### src/rtl/dbg_inject_pkg.sv
// -----------------------------------------------------------------------------
// dbg_inject_pkg -- shared debug definitions used by the debug injector and
// the debug interface (if_debug).
//   dbg_state_e      : injector FSM states
//   DBG_NOP_DEFAULT  : default instruction word presented while draining
// -----------------------------------------------------------------------------
package dbg_inject_pkg;

  typedef enum logic [1:0] {
    ST_IDLE    = 2'd0,
    ST_ISSUE   = 2'd1,
    ST_DRAIN   = 2'd2,
    ST_CAPTURE = 2'd3
  } dbg_state_e;

  localparam logic [31:0] DBG_NOP_DEFAULT = 32'h0000_0000;

endpackage : dbg_inject_pkg

### src/rtl/dbg_req_slot.sv
// -----------------------------------------------------------------------------
// dbg_req_slot -- single-entry holding slot for a pending injection request.
// Ports:
//   clk, rst_n : clock, asynchronous active-low reset
//   push       : load din and mark the slot valid
//   pop        : mark the slot empty (word is left as-is)
//   flush      : discard any pending request (highest priority)
//   din        : instruction word to hold
//   valid      : slot holds a request
//   dout       : held instruction word
// -----------------------------------------------------------------------------
module dbg_req_slot (
  input  logic        clk,
  input  logic        rst_n,
  input  logic        push,
  input  logic        pop,
  input  logic        flush,
  input  logic [31:0] din,
  output logic        valid,
  output logic [31:0] dout
);

  // NOTE: the word is a plain register, not a memory array, so it is reset
  // along with the valid bit; the injector guarantees a known value after reset.
  always_ff @(posedge clk or negedge rst_n) begin
    if (!rst_n) begin
      valid <= 1'b0;
      dout  <= '0;
    end else if (flush) begin
      valid <= 1'b0;
    end else if (push) begin
      valid <= 1'b1;
      dout  <= din;
    end else if (pop) begin
      valid <= 1'b0;
    end
  end

endmodule : dbg_req_slot

### src/rtl/dbg_inject.sv
// -----------------------------------------------------------------------------
// dbg_inject -- debug instruction injector. In debug mode it replaces the
// fetch stream with one injected instruction, follows it with PIPE_DEPTH NOP
// slots so it retires, then snapshots CP0 register 23.
// Optional feature: define DBG_INJECT_QUEUE_EN to hold one pending RUN request
// that arrives while an injection is in progress (otherwise it is dropped and
// flagged in OVERRUN).
// Parameters:
//   PIPE_DEPTH  : NOP slots after the injected instruction (DRAIN cycles plus
//                 the CAPTURE cycle)
//   NOP_WORD    : word presented while idle/draining in debug mode
// Ports:
//   CPU_CLK, RESET_N : clock, asynchronous active-low reset
//   DBG_MODE         : debug mode level (synchronous)
//   RUN, IDATA       : one-cycle injection request and its instruction
//   MEM_INST         : normal instruction from memory
//   STALL            : fetch not accepting this cycle
//   CP0_R23          : live CP0 register 23
//   FETCH_INST       : instruction driven into fetch
//   BUSY             : injection in progress
//   STATUS_DATA      : CP0_R23 snapshot from the last completed injection
//   INJ_COUNT        : completed injections (wraps)
//   OVERRUN          : sticky, a RUN request was lost; cleared outside debug
// -----------------------------------------------------------------------------
module dbg_inject
  import dbg_inject_pkg::*;
#(
  parameter int          PIPE_DEPTH = 5,
  parameter logic [31:0] NOP_WORD   = DBG_NOP_DEFAULT
) (
  input  logic        CPU_CLK,
  input  logic        RESET_N,
  input  logic        DBG_MODE,
  input  logic        RUN,
  input  logic [31:0] IDATA,
  input  logic [31:0] MEM_INST,
  input  logic        STALL,
  input  logic [31:0] CP0_R23,
  output logic [31:0] FETCH_INST,
  output logic        BUSY,
  output logic [31:0] STATUS_DATA,
  output logic [7:0]  INJ_COUNT,
  output logic        OVERRUN
);

  localparam int CNT_W = (PIPE_DEPTH > 1) ? $clog2(PIPE_DEPTH) : 1;

  dbg_state_e       state_q, state_d;
  logic [CNT_W-1:0] cnt_q, cnt_d;
  logic [31:0]      instr_q, instr_d;
  logic [31:0]      status_q;
  logic [7:0]       count_q;
  logic             overrun_q;
  logic             capture;
  logic             overrun_set;
  logic             run_req;

  assign run_req = RUN && DBG_MODE;

`ifdef DBG_INJECT_QUEUE_EN
  logic        slot_push;
  logic        slot_pop;
  logic        slot_valid;
  logic [31:0] slot_word;

  dbg_req_slot u_slot (
    .clk   (CPU_CLK),
    .rst_n (RESET_N),
    .push  (slot_push),
    .pop   (slot_pop),
    .flush (!DBG_MODE),
    .din   (IDATA),
    .valid (slot_valid),
    .dout  (slot_word)
  );
`endif

  // NOTE: every signal written here gets a default first, so no path through
  // the case statement can leave one unassigned and infer a latch.
  always_comb begin
    state_d     = state_q;
    cnt_d       = cnt_q;
    instr_d     = instr_q;
    capture     = 1'b0;
    overrun_set = 1'b0;
`ifdef DBG_INJECT_QUEUE_EN
    slot_push   = 1'b0;
    slot_pop    = 1'b0;
`endif

    unique case (state_q)
      ST_IDLE: begin
        if (run_req) begin
          instr_d = IDATA;
          state_d = ST_ISSUE;
        end
      end
      ST_ISSUE: begin
        if (!STALL) begin
          if (PIPE_DEPTH > 1) begin
            cnt_d   = CNT_W'(PIPE_DEPTH - 1);
            state_d = ST_DRAIN;
          end else begin
            state_d = ST_CAPTURE;
          end
        end
      end
      ST_DRAIN: begin
        // The counter reaches zero on the last non-stalled DRAIN cycle; the
        // CAPTURE cycle then presents the final NOP slot.
        if (!STALL) begin
          cnt_d = cnt_q - CNT_W'(1);
          if (cnt_q == CNT_W'(1)) state_d = ST_CAPTURE;
        end
      end
      ST_CAPTURE: begin
        capture = 1'b1;
        state_d = ST_IDLE;
`ifdef DBG_INJECT_QUEUE_EN
        // Back-to-back: a held request, or one arriving right now into the
        // empty slot, goes straight to ISSUE.
        if (slot_valid) begin
          instr_d  = slot_word;
          slot_pop = 1'b1;
          state_d  = ST_ISSUE;
        end else if (run_req) begin
          instr_d = IDATA;
          state_d = ST_ISSUE;
        end
`endif
      end
      default: state_d = ST_IDLE;
    endcase

    // Requests arriving while an injection is in progress.
    if (run_req && state_q != ST_IDLE) begin
`ifdef DBG_INJECT_QUEUE_EN
      if (slot_valid)                  overrun_set = 1'b1;
      else if (state_q != ST_CAPTURE)  slot_push   = 1'b1;
`else
      overrun_set = 1'b1;
`endif
    end

    // Leaving debug mode aborts without capture; the slot flushes itself.
    if (!DBG_MODE) begin
      state_d = ST_IDLE;
      capture = 1'b0;
`ifdef DBG_INJECT_QUEUE_EN
      slot_pop = 1'b0;
`endif
    end
  end

  // NOTE: sequential state uses non-blocking assignments so every register
  // samples the pre-edge values regardless of statement order.
  always_ff @(posedge CPU_CLK or negedge RESET_N) begin
    if (!RESET_N) begin
      state_q   <= ST_IDLE;
      cnt_q     <= '0;
      instr_q   <= '0;
      status_q  <= '0;
      count_q   <= '0;
      overrun_q <= 1'b0;
    end else begin
      state_q <= state_d;
      cnt_q   <= cnt_d;
      instr_q <= instr_d;
      if (capture) begin
        status_q <= CP0_R23;
        count_q  <= count_q + 8'd1;
      end
      if (!DBG_MODE)        overrun_q <= 1'b0;
      else if (overrun_set) overrun_q <= 1'b1;
    end
  end

  assign FETCH_INST  = !DBG_MODE              ? MEM_INST :
                       (state_q == ST_ISSUE)  ? instr_q  : NOP_WORD;
  assign BUSY        = (state_q != ST_IDLE);
  assign STATUS_DATA = status_q;
  assign INJ_COUNT   = count_q;
  assign OVERRUN     = overrun_q;

endmodule : dbg_inject

### config.mk
export PLATFORM = sky130hd
export DESIGN_NAME = dbg_inject
export DESIGN_NICKNAME = d
export VERILOG_FILES = /design/src/rtl/dbg_inject_pkg.sv /design/src/rtl/dbg_req_slot.sv /design/src/rtl/dbg_inject.sv
export SDC_FILE = /design/constraint.sdc
export NUM_CORES = 1
export LEC_CHECK = 0
export CORE_ASPECT_RATIO = 0.8
export CORE_MARGIN = 8
export CORE_UTILIZATION = 24
export CTS_CLUSTER_DIAMETER = 150
export CTS_CLUSTER_SIZE = 10
export DETAILED_ROUTE_END_ITERATION = 8
export GPL_TIMING_DRIVEN = 0
export PLACE_DENSITY = 0.56
export SLEW_MARGIN = 20
export SYNTH_ARGS = -nofsm -noshare
export SYNTH_HDL_FRONTEND = slang
export SYNTH_HIERARCHICAL = 1
export SYNTH_SLANG_ARGS = --single-unit
### constraint.sdc
create_clock -name CPU_CLK -period 1.2 [get_ports CPU_CLK]
set_input_delay 0.12 -clock CPU_CLK [delete_from_list [all_inputs] [get_ports CPU_CLK]]
set_output_delay 0.12 -clock CPU_CLK [all_outputs]
set_load 0.03 [all_outputs]
After elaboration in Yosys (flattened, before gate mapping). Index checks and enable logic that the tools add are counted. W data, S select, Z words.

$add $sub $neg: 2. Multipliers: 0. Divide/modulo/power cells: 0. Magnitude comparators: 0. Eq/ne operators: 11. Shift operators: 0. Muxes and demuxes: 16. Bitwise logic cells: 0. Reductions and logical operators: 8.

Operators with widths (number): $mux W32 (2); $ne A3 B3 Y1 const B (4); $mux W2 (5); $add A8 B1 Y8 const B (1); $pmux W2 S4 (1); $mux W3 (2); $pmux W3 S2 (1); $mux W1 (5); $eq A2 B2 Y1 const B (2); $ne A2 B2 Y1 const B (2); $reduce_and A4 Y1 (1); $reduce_bool A2 Y1 (2); $eq A3 B1 Y1 const B (1); $reduce_and A3 Y1 (1); $sub A3 B1 Y3 const B (1); $eq A2 B1 Y1 const B (1); $logic_and A1 B1 Y1 (2); $logic_not A2 Y1 (1); $ne A2 B1 Y1 const B (1); $reduce_and A2 Y1 (1).

Bits in registers: 78. Latch bits: 0. Bits in writable memories: 0. ROM bits: 0. Input port bits: 101. Output and inout bits: 74. Logic and storage cells: 43. Memories: 0.

Longest topological paths before layout.
Depth after elaboration: 5. Mapped depth: 7. Mapped depth without buffers: 5.

Worst setup path before layout. Ideal clock, no wire load.

Path type: register to output. From: register state_q[1]. To: output FETCH_INST[10]. Arrival: 1.454 ns. Required time: 1.080 ns. Path slack: -0.374 ns. Cell stages (with the launch flop): 8. Buffers on the path: 2. Cell sequence: dfrtp_1 -> inv_1 -> ha_1 -> and2_1 -> clkbuf_1 -> buf_2 -> nand2_1 -> o21ai_0.

Word-level cells in the longest chain between the ends: 3.

Ends and longest elaborated chain: from (decl) (RTL line dbg_inject.sv:48) `dbg_state_e state_q, state_d;`; from (signal assigned) (RTL line dbg_inject.sv:166) `state_q <= state_d;`; $eq A2 B1 Y1 (RTL line dbg_inject.sv:179) `(state_q == ST_ISSUE) ? instr_q : NOP_WORD;`; $mux W32 (RTL line dbg_inject.sv:179); $mux W32 (RTL line dbg_inject.sv:178) `assign FETCH_INST = !DBG_MODE ? MEM_INST :`; to (decl) (RTL line dbg_inject.sv:39) `output logic [31:0] FETCH_INST,`.

Every way passes these cells.

Final worst setup path.
From: register state_q[0]. To: register instr_q[7].

Word-level cells in the longest chain between the ends: 2.

Ends and longest elaborated chain: $logic_not A2 Y1 (RTL line dbg_inject.sv:91) `unique case (state_q)`; $reduce_and A2 Y1 (no line); to (signal assigned) (RTL line dbg_inject.sv:168) `instr_q <= instr_d;`; to (decl) (RTL line dbg_inject.sv:50) `logic [31:0] instr_q, instr_d;`.

Every way passes these cells. A chain may end at the register's enable or synchronous reset.

==> metrics.cfg <==
[logic_synthesis]
synth_flop_cell=dfrtp_1
async_reset_ff_frac=1.000
synth_compound_area_frac=0.05673
syn_area_sq_um=3684
ys_types=24
yosys_warnings=6
ys_ff_latch=78
synth_top_family_by_area=simple AND/OR/NAND/NOR gates
yosysSeqAreaShare=0.5299
synth_xor_area_frac=0.01664
synth.top_cell.area_share=0.5299
syn_inst=376
synth.area.mux_share=0.1338
yosys-top-cells-area=dfrtp_1 (53%), nand2_1 (14%), mux2_4 (12%)
synthSimpleGateAreaFrac=0.1705
synth_top_area_cell=dfrtp_1
synth_area_per_cell_sq_um=9.797
synth_edf_count=0
synthAdderAreaFrac=0.02378
syn_nets=484

[power]
irDropWorstVdd_uv=919.9
p_per_area_nw_per_um2=2129
leakagePower_nw=3.365

[critical_path]
r2r-start=state_q[0]
rrSetupSlack_ps=-610
critPathMaxStageDelay_ps=410
reg2reg_depth=8
startpoint_type=register
cp_max_fo=5
worstSetupEndpointType=register
crit_type=reg2reg
cp.arrival_ps=2020
cpMaxStageDelayCell=dfrtp_1
crit_chain=buf_4, buf_6, inv_6, ha_4, nand3_4, buf_12, bufbuf_16, mux2_4
cp.required_ps=1420
r2r_end=instr_q[7]

[final_layout]
postLayoutCoreUtil=0.4663
seq_area_sq_um=1952
area_delta_synth_final_pct=90.05
multi_input_area_sq_um=2073
nets=693
fillers=1414
drive_gt1_frac=0.4160
mostFrequentLayoutCells=nand2_1 (104), clkdlybuf4s50_1 (99), dfrtp_1 (78), buf_6 (40), inv_1 (35)
antennaDiodeCount=0
final_area_sq_um=7000
final_common_cell=nand2_1

[global_route]
grtUsageTotal=0.1249
gr-usage-met1=0.1520
grt_pass1_vias=3584
grt_start_max_net_pins=42
use_met3=0.03733
top_usage_layer=met2
grtUsageMet2=0.2100
grt_pass1_wl_microns=19710
antenna_found_initial=0
overflow=0

[timing]
max_freq_mhz=553.2
worst_slew_pin_slew_ps=609.0
fin_skew_ps=3.848
rsz0062_at_grt=true
finalHoldViolations=0
maxSlewHeadroom=0.5940
finalWorstSetupSlack_ps=-607.7
report.final.slew_viol_count=0
holdWs_ps=306.5
timing.final.crit_share=1.506
setup_violations=111
period_minus_slack_ps=1808

[cts]
cts-htree-levels=3
clock-root-buffer=clkbuf_16
clk_latency_ps=330
cts.path.max_buffers=2
cts_tree=done
clk_pin_slew_ps=60
cts_inserted_buffers=9
cts.sinks=78

[detailed_routing]
avgViaCountPerCell=4.163
vias=3239
routed_wl_microns=12110
ant_nets=0
drc=0
drt_iter0_drc=80
first_pass_iters=4
wire_per_inst_microns=15.56

[floorplan]
io_pins=175
core_sq_um=15010
die_area_sq_um=19590
row_count=40
start_util=0.2453
die_h_microns=126.8
die_w_microns=154.5

[placement]
pre_cts_ws_ps=-969.0
io_buffers=174
dp.final_hpwl_microns=8908
place_area_sq_um=6145
place_congestion=0.7442

[run]
max-cap-violations=0

[run_status]
status=finished, violations left
violations=setup timing

[hold_path]
hold_path_class=in2async

## power breakdown
part / leakage [nW] / internal, mW / total [mW] / switching [mW]
sequential: 0.981 / 3.81 / 4.68 / 0.873
combinational: 2.24 / 3.76 / 7.54 / 3.78
clock: 0.141 / 1.65 / 2.68 / 1.03
## per-stage QoR
step | power [mW] | cells | TNS, ps
after global routing | 15.81 | 778 | -60740
after floorplan | 8.817 | 376 | -9679
after CTS | 15.14 | 776 | -52060
final | 14.91 | 778 | -53190
after global placement | 11.28 | 739 | -307150
after detailed placement | 11.42 | 740 | -63790
## metal layers
metal	up-vias	share of wire
li1	1594	-
met1	1549	0.44
met4	0	0.0098
met5	-	0
met2	87	0.49
met3	9	0.062
## synthesized netlist by cell type (3+ instances only)
library cell,instances
nor2b_1,3
clkbuf_1,5
buf_6,3
dfrtp_1,78
buf_2,7
nand4_1,4
ha_1,7
nand2_1,140
o21ai_0,36
buf_4,3
xnor2_1,7
inv_1,38
mux2_4,30
## worst max path at each step
stage / from / end / slack (ps) / cells after the start
after floorplan: state_q[1] / FETCH_INST[10] / -150 / 7
after global placement: RESET_N / instr_q[12] / -2990 / 1
after detailed placement: DBG_MODE / FETCH_INST[23] / -970 / 7
after CTS: state_q[1] / FETCH_INST[17] / -620 / 8
after global routing: state_q[1] / FETCH_INST[17] / -660 / 7
final: state_q[0] / instr_q[7] / -610 / 8
## cell families after synthesis
kind of cell,Yosys count
AOI/OAI and AO/OA,40
buffers and inverters,56
DFF,78
muxes,34
xor gates and xnor gates,7
adders and majority gates,7
and+or+nand+nor,154
## layout make-up
cell class                      count  share of cell area
Clock buffer                       11             0.03467
Inverter                           38             0.02109
Timing Repair Buffer              199              0.2974
Clock inverter                      4            0.006792
Tap cell                          189             0.03378
Sequential cell                    78              0.2788
Buffer                             17             0.03128
Multi-Input combinational cell    242              0.2962
## state kept, by name (all words and copies together) (netlist names)
register / cells
STATUS_DATA: 32
INJ_COUNT: 8
state_q: 2
instr_q: 32
cnt_q: 3
OVERRUN: 1
## worst max-delay path, delay by kind of cell (launching register included)
kind | cells | cell delay, ps
adders and majority gates | 1 | 140
muxes | 1 | 290
buffers and inverters | 5 | 760
and+or+nand+nor | 1 | 100
DFF | 1 | 410
## timing repair
| item | in CTS | in global routing |
|---|---|---|
| endpoints found under the hold margin | 37 | 0 |
| pin swaps | 11 | 3 |
| setup endpoints to repair | 150 | 121 |
| hold buffers | 1 | 0 |
| setup buffers | 15 | 3 |
| cloned | 5 | 0 |
| resized for setup | 414 | 19 |
(Power assumes the default switching activity.)
